===== src/rtl/ddr3_arb_pkg.sv =====
// Shared types and constants for the DDR3 app-interface arbiter.
// Imported by the arbiter top and its round-robin grant sub-module.
package ddr3_arb_pkg;

   typedef enum logic [2:0] {
      ST_IDLE  = 3'd0,
      ST_WDATA = 3'd1,
      ST_CMD   = 3'd2,
      ST_RWAIT = 3'd3,
      ST_ACK   = 3'd4
   } state_t;

   localparam logic [2:0] APP_CMD_WR = 3'b000;
   localparam logic [2:0] APP_CMD_RD = 3'b001;

   typedef logic owner_t;

   localparam owner_t OWNER_IC = 1'b0;
   localparam owner_t OWNER_DC = 1'b1;

endpackage


===== src/rtl/ddr3_rr_arb2.sv =====
// Two-way round-robin grant between I-cache and D-cache requests.
// Grants are combinational; last_grant advances only on a real grant.
module ddr3_rr_arb2
   import ddr3_arb_pkg::*;
(
   input  logic clk,
   input  logic rst,
   input  logic en,
   input  logic req_ic,
   input  logic req_dc,
   output logic gnt_ic,
   output logic gnt_dc
);

   owner_t last_q;

   always_comb begin
      gnt_ic = 1'b0;
      gnt_dc = 1'b0;
      if (en) begin
         if (req_ic && req_dc) begin
            gnt_ic = (last_q == OWNER_DC);
            gnt_dc = (last_q == OWNER_IC);
         end else begin
            gnt_ic = req_ic;
            gnt_dc = req_dc;
         end
      end
   end

   always_ff @(posedge clk) begin
      if (rst) begin
         last_q <= OWNER_DC;
      end else if (gnt_ic) begin
         last_q <= OWNER_IC;
      end else if (gnt_dc) begin
         last_q <= OWNER_DC;
      end
   end

endmodule


===== src/rtl/ddr3_app_arbiter.sv =====
// Shares the DDR3 controller app interface between I-cache and D-cache.
// One transaction in flight; outputs decode from registered state only.
module ddr3_app_arbiter
   import ddr3_arb_pkg::*;
#(
   parameter int ADR_W  = 28,
   parameter int DATA_W = 128,
   parameter int MASK_W = 16
) (
   input  logic              clk,
   input  logic              rst,
   input  logic              ic_req,
   input  logic [ADR_W-1:0]  ic_adr,
   output logic              ic_ack,
   output logic [DATA_W-1:0] ic_rdata,
   input  logic              dc_req,
   input  logic              dc_we,
   input  logic [ADR_W-1:0]  dc_adr,
   input  logic [DATA_W-1:0] dc_wdata,
   input  logic [MASK_W-1:0] dc_wmask,
   output logic              dc_ack,
   output logic [DATA_W-1:0] dc_rdata,
   input  logic              init_calib_complete,
   output logic [ADR_W-1:0]  app_addr,
   output logic [2:0]        app_cmd,
   output logic              app_en,
   input  logic              app_rdy,
   output logic [DATA_W-1:0] app_wdf_data,
   output logic [MASK_W-1:0] app_wdf_mask,
   output logic              app_wdf_wren,
   output logic              app_wdf_end,
   input  logic              app_wdf_rdy,
   input  logic [DATA_W-1:0] app_rd_data,
   input  logic              app_rd_data_valid
);

   state_t              state;
   state_t              state_nx;
   owner_t              owner_q;
   logic [ADR_W-1:0]    addr_q;
   logic [2:0]          cmd_q;
   logic [DATA_W-1:0]   wdata_q;
   logic [MASK_W-1:0]   wmask_q;
   logic [DATA_W-1:0]   ic_rdata_q;
   logic [DATA_W-1:0]   dc_rdata_q;
   logic                gnt_en;
   logic                gnt_ic;
   logic                gnt_dc;
   logic                grant;
   logic                cap;
   logic [ADR_W-1:0]    sel_adr;

   assign gnt_en = (state == ST_IDLE) && init_calib_complete;
   assign grant  = gnt_ic || gnt_dc;
   assign sel_adr = gnt_dc ? dc_adr : ic_adr;

   ddr3_rr_arb2 u_rr (
      .clk    (clk),
      .rst    (rst),
      .en     (gnt_en),
      .req_ic (ic_req),
      .req_dc (dc_req),
      .gnt_ic (gnt_ic),
      .gnt_dc (gnt_dc)
   );

   always_comb begin
      state_nx     = state;
      app_en       = 1'b0;
      app_wdf_wren = 1'b0;
      ic_ack       = 1'b0;
      dc_ack       = 1'b0;
      cap          = 1'b0;
      unique case (state)
         ST_IDLE: begin
            if (gnt_dc && dc_we) begin
               state_nx = ST_WDATA;
            end else if (grant) begin
               state_nx = ST_CMD;
            end
         end
         ST_WDATA: begin
            app_wdf_wren = 1'b1;
            if (app_wdf_rdy) begin
               state_nx = ST_CMD;
            end
         end
         ST_CMD: begin
            app_en = 1'b1;
            if (app_rdy) begin
               state_nx = (cmd_q == APP_CMD_WR) ? ST_ACK : ST_RWAIT;
            end
         end
         ST_RWAIT: begin
            if (app_rd_data_valid) begin
               cap      = 1'b1;
               state_nx = ST_ACK;
            end
         end
         ST_ACK: begin
            ic_ack   = (owner_q == OWNER_IC);
            dc_ack   = (owner_q == OWNER_DC);
            state_nx = ST_IDLE;
         end
         default: begin
            state_nx = ST_IDLE;
         end
      endcase
   end

   // Commands always target the start of the BL8 burst.
   always_ff @(posedge clk) begin
      if (rst) begin
         state      <= ST_IDLE;
         owner_q    <= OWNER_IC;
         addr_q     <= '0;
         cmd_q      <= APP_CMD_WR;
         wdata_q    <= '0;
         wmask_q    <= '0;
         ic_rdata_q <= '0;
         dc_rdata_q <= '0;
      end else begin
         state <= state_nx;
         if (grant) begin
            owner_q <= gnt_dc ? OWNER_DC : OWNER_IC;
            addr_q  <= {sel_adr[ADR_W-1:3], 3'b000};
            cmd_q   <= (gnt_dc && dc_we) ? APP_CMD_WR : APP_CMD_RD;
            wdata_q <= gnt_dc ? dc_wdata : '0;
            wmask_q <= gnt_dc ? dc_wmask : '0;
         end
         if (cap && (owner_q == OWNER_IC)) begin
            ic_rdata_q <= app_rd_data;
         end
         if (cap && (owner_q == OWNER_DC)) begin
            dc_rdata_q <= app_rd_data;
         end
      end
   end

   assign app_addr     = addr_q;
   assign app_cmd      = cmd_q;
   assign app_wdf_data = wdata_q;
   assign app_wdf_mask = wmask_q;
   assign app_wdf_end  = app_wdf_wren;
   assign ic_rdata     = ic_rdata_q;
   assign dc_rdata     = dc_rdata_q;

endmodule


===== config.mk =====
export PLATFORM = sky130hd
export DESIGN_NAME = ddr3_app_arbiter
export DESIGN_NICKNAME = d
export VERILOG_FILES = /design/src/rtl/ddr3_arb_pkg.sv /design/src/rtl/ddr3_rr_arb2.sv /design/src/rtl/ddr3_app_arbiter.sv
export SDC_FILE = /design/constraint.sdc
export NUM_CORES = 1
export LEC_CHECK = 0
export CORE_AREA = 3 3 301 303
export CTS_BUF_LIST = sky130_fd_sc_hd__clkbuf_2
export DETAILED_ROUTE_END_ITERATION = 10
export DIE_AREA = 0 0 304 306
export PLACE_DENSITY = 0.42
export SYNTH_ARGS = -nofsm -noshare
export SYNTH_HDL_FRONTEND = slang
export SYNTH_SLANG_ARGS = --single-unit

===== constraint.sdc =====
create_clock -name clk -period 1.6 [get_ports clk]
set_input_delay 0.24 -clock clk [delete_from_list [all_inputs] [get_ports clk]]
set_output_delay 0.24 -clock clk [all_outputs]
set_load 0.01 [all_outputs]

==> impl_results.md <==
* Status: finished with violations
* Failing checks: setup timing
* Area of the multi-input gates at around 6600 µm²
* WL final at 87,000 µm
* CTS root buffer: clkbuf_2
* Share of cells above drive strength 1 at 0.435
* Dpl cell area at ~25,000 µm²
* Startpoint Class: flop
* Clock Skew at about 90 ps
* DIE WIDTH at between 300 and 400 µm
* Crit-path max FO at 3
* Peak VDD IR at about 0.47 mV
* GRT Total Usage at 0.178
* CP Capture Type: output pin
* Kind of critical path: flop to output pin
* RSZ-0062 raised after global routing: yes
* First-pass GRT wire length at around 130,000 µm
* Number of H-tree levels at 4
* Worst skew pair latency at approximately 1300 ps
* Starting density of the core at 0.176
* Drt via density at slightly above 4
* Post-synthesis sequential area ratio at 0.556
* WL per Instance at roughly 18 µm
* Clock slew at reported path FFs at approximately 120 ps
* Maximum clock rate at 412 MHz
* Worst path arrival time at about 2200 ps
* P&R area growth vs syn at 136%
* Hold crit path type: input pin to flop
* Max_slew headroom at 0.297
* Hold Slack at 378 ps
* Nets at between 3,000 and 4,000
* Fin. Hold Viols at 0
* Power, Total at roughly 26 mW
* Slew of the pin with the lowest slew margin at ~1100 ps
* IO Pins at roughly 770
* Setup TNS at -284,870 ps
* DRC at 0
* Max Cap Viol at 0
* Largest net degree at the start of global routing at just under 100
* Syn_area_per_cell at about 8.7 µm²
* Final period util at 1.52
* Setup WS post-layout at -828 ps
* CORE AREA at around 88,000 µm²
* Routability Congestion at approximately 0.8
* PD cells at between 700 and 800 nW/µm²
* Die height at about 310 µm
* Vias in the first global route at roughly 21,000
* Vias post-DR at slightly below 20,000
* HPWL Detailed at about 56,000 µm
* Clock tree from TritonCTS: done
* Cell Area, Synth at ~16,000 µm²
* Global route overflow at 0
* DRT antenna net count at 0
* CTS Buf Count at 132
* Final instance area at ~37,000 µm²
* FF+latch count, synth at between 400 and 500
* Register area at 9200 µm²
* Initial antenna violation count at 6
* I/O Buffers at approximately 760
* CTS max path bufs at 3
* Synth Warn # at 0
* Final Setup Violations at about 860
* Placement Rows at about 110
* Minimum clock period after layout at roughly 2400 ps
* DR iter-0 viols at around 870
* Netlist cell types at 36
* DRT Pass-1 Iters at 6
* Total leakage power at ~15 nW
* Syn Inst Count at 1,787
* Clk sinks at about 430
* Die footprint at between 90,000 and 100,000 µm²
* Critical Path RT at roughly 1400 ps
* Filler cell count at about 8,600
* Fin. max-slew vios at 0
## repair_timing
item | CTS | global route
resized for setup | 2817 | 115
hold buffers | 654 | 0
gates cloned | 17 | 12
endpoints found under the hold margin | 431 | 0
pin swaps | 14 | 61
buffers inserted | 104 | 77
endpoints found under the setup margin | 860 | 861
## Yosys cell counts (all sizes together)
cell type | number | area share
nand2 | 542 | 0.13
a41oi | 1 | 0.00056
and3 | 2 | 0.00081
nor4b | 2 | 0.0021
nand2b | 4 | 0.0016
buf | 73 | 0.031
or3b | 1 | 0.00056
and4 | 1 | 0.00056
nand3 | 2 | 0.00065
nor3b | 1 | 0.00048
nor2b | 2 | 0.00081
or3 | 1 | 0.00040
nor3 | 2 | 0.00065
a22oi | 144 | 0.098
nor2 | 177 | 0.043
o21a | 1 | 0.00048
conb | 1 | 0.00024
o21ai | 2 | 0.00089
a211o | 1 | 0.00056
mux2 | 1 | 0.00073
clkbuf | 83 | 0.020
o221a | 1 | 0.00073
o32ai | 1 | 0.00056
o21bai | 1 | 0.00048
mux2i | 1 | 0.00065
dfxtp | 431 | 0.56
a211oi | 26 | 0.015
a21oi | 282 | 0.091
## metal layers
layer / up-vias / global-route usage / part of all wire
met5: - / 0 / 0.00014
met4: 2 / 0.0759 / 0.036
met3: 171 / 0.0534 / 0.064
met2: 657 / 0.316 / 0.51
met1: 9361 / 0.198 / 0.39
li1: 9507 / - / -
## report_power, final
group / internal [mW] / switching (mW) / leakage, nW
registers: 11.0 / 0.237 / 3.70
logic: 3.76 / 2.40 / 10.2
clock network: 3.42 / 5.29 / 0.896
## logic make-up after synthesis
family          share of synthesized area
simple gates                        0.183
compound gates                      0.209
flops                               0.556
buf+inv                            0.0511
mux                               0.00137
other cells                      0.000242
## through the flow
stage                     cells  utilization  setup slack [ps]
after floorplan            1791            -             -46.1
after global placement     3678        0.285              -474
after detailed placement   3678        0.285              -495
after CTS                  4683        0.401             -1240
after global routing       4779        0.416             -1080
final                      4779        0.416              -828
## state kept, by name (all words and copies together), names as in the netlist
| name | flops |
|---|---|
| app_wdf_data | 128 |
| app_cmd | 1 |
| app_wdf_mask | 16 |
| owner_q | 1 |
| app_addr | 25 |
| u_rr.last_q | 1 |
| state | 3 |
| ic_rdata | 128 |
| dc_rdata | 128 |
## worst max-delay path, cell delays in order, from the launching register on
cell	delay, ps
dfxtp_4	370
buf_6	120
nor2_4	130
and3_4	190
buf_6	110
## final timing paths
check                                                from                       endpoint  slack, ps  cells past startpoint
worst min-delay path                          app_wdf_rdy          state[0]$_SDFFE_PP0P_        380                      5
worst max register to register      state[1]$_SDFFE_PP0P_  app_wdf_data[99]$_SDFFE_PP0P_       -540                     10
worst min register to register  ic_rdata[71]$_SDFFE_PP0P_      ic_rdata[71]$_SDFFE_PP0P_        460                      2
worst max-delay path                state[0]$_SDFFE_PP0P_                         dc_ack       -830                      4
## final cells by class
class / count / share of cell area
Timing Repair Buffer: 1738 / 0.498
Sequential cell: 431 / 0.251
Multi-Input combinational cell: 1207 / 0.180
Tap cell: 1165 / 0.0397
Clock buffer: 196 / 0.0267
Clock inverter: 34 / 0.00461
Antenna cell: 8 / 0.000546
## placed cells by master, fill, tap and decap left out, types with 3 or more instances in the layout
cell	count
buf_16	9
nor2_1	173
buf_6	452
o21ai_4	3
clkinv_1	22
dfxtp_4	13
a211oi_2	14
clkbuf_2	196
clkinvlp_4	3
a21oi_4	10
conb_1	5
buf_4	227
dlygate4sd3_1	654
a22oi_1	24
nand2_2	4
nor2_4	3
clkbuf_16	11
dfxtp_2	416
nand2_1	536
a22oi_2	120
buf_12	41
diode_2	8
and3_4	3
bufbuf_16	3
clkinv_2	3
a21oi_2	5
a21oi_1	267
inv_2	5
buf_8	12
clkdlybuf4s50_1	329
a211oi_1	12
No activity file was read; power rests on OpenSTA's default activity.
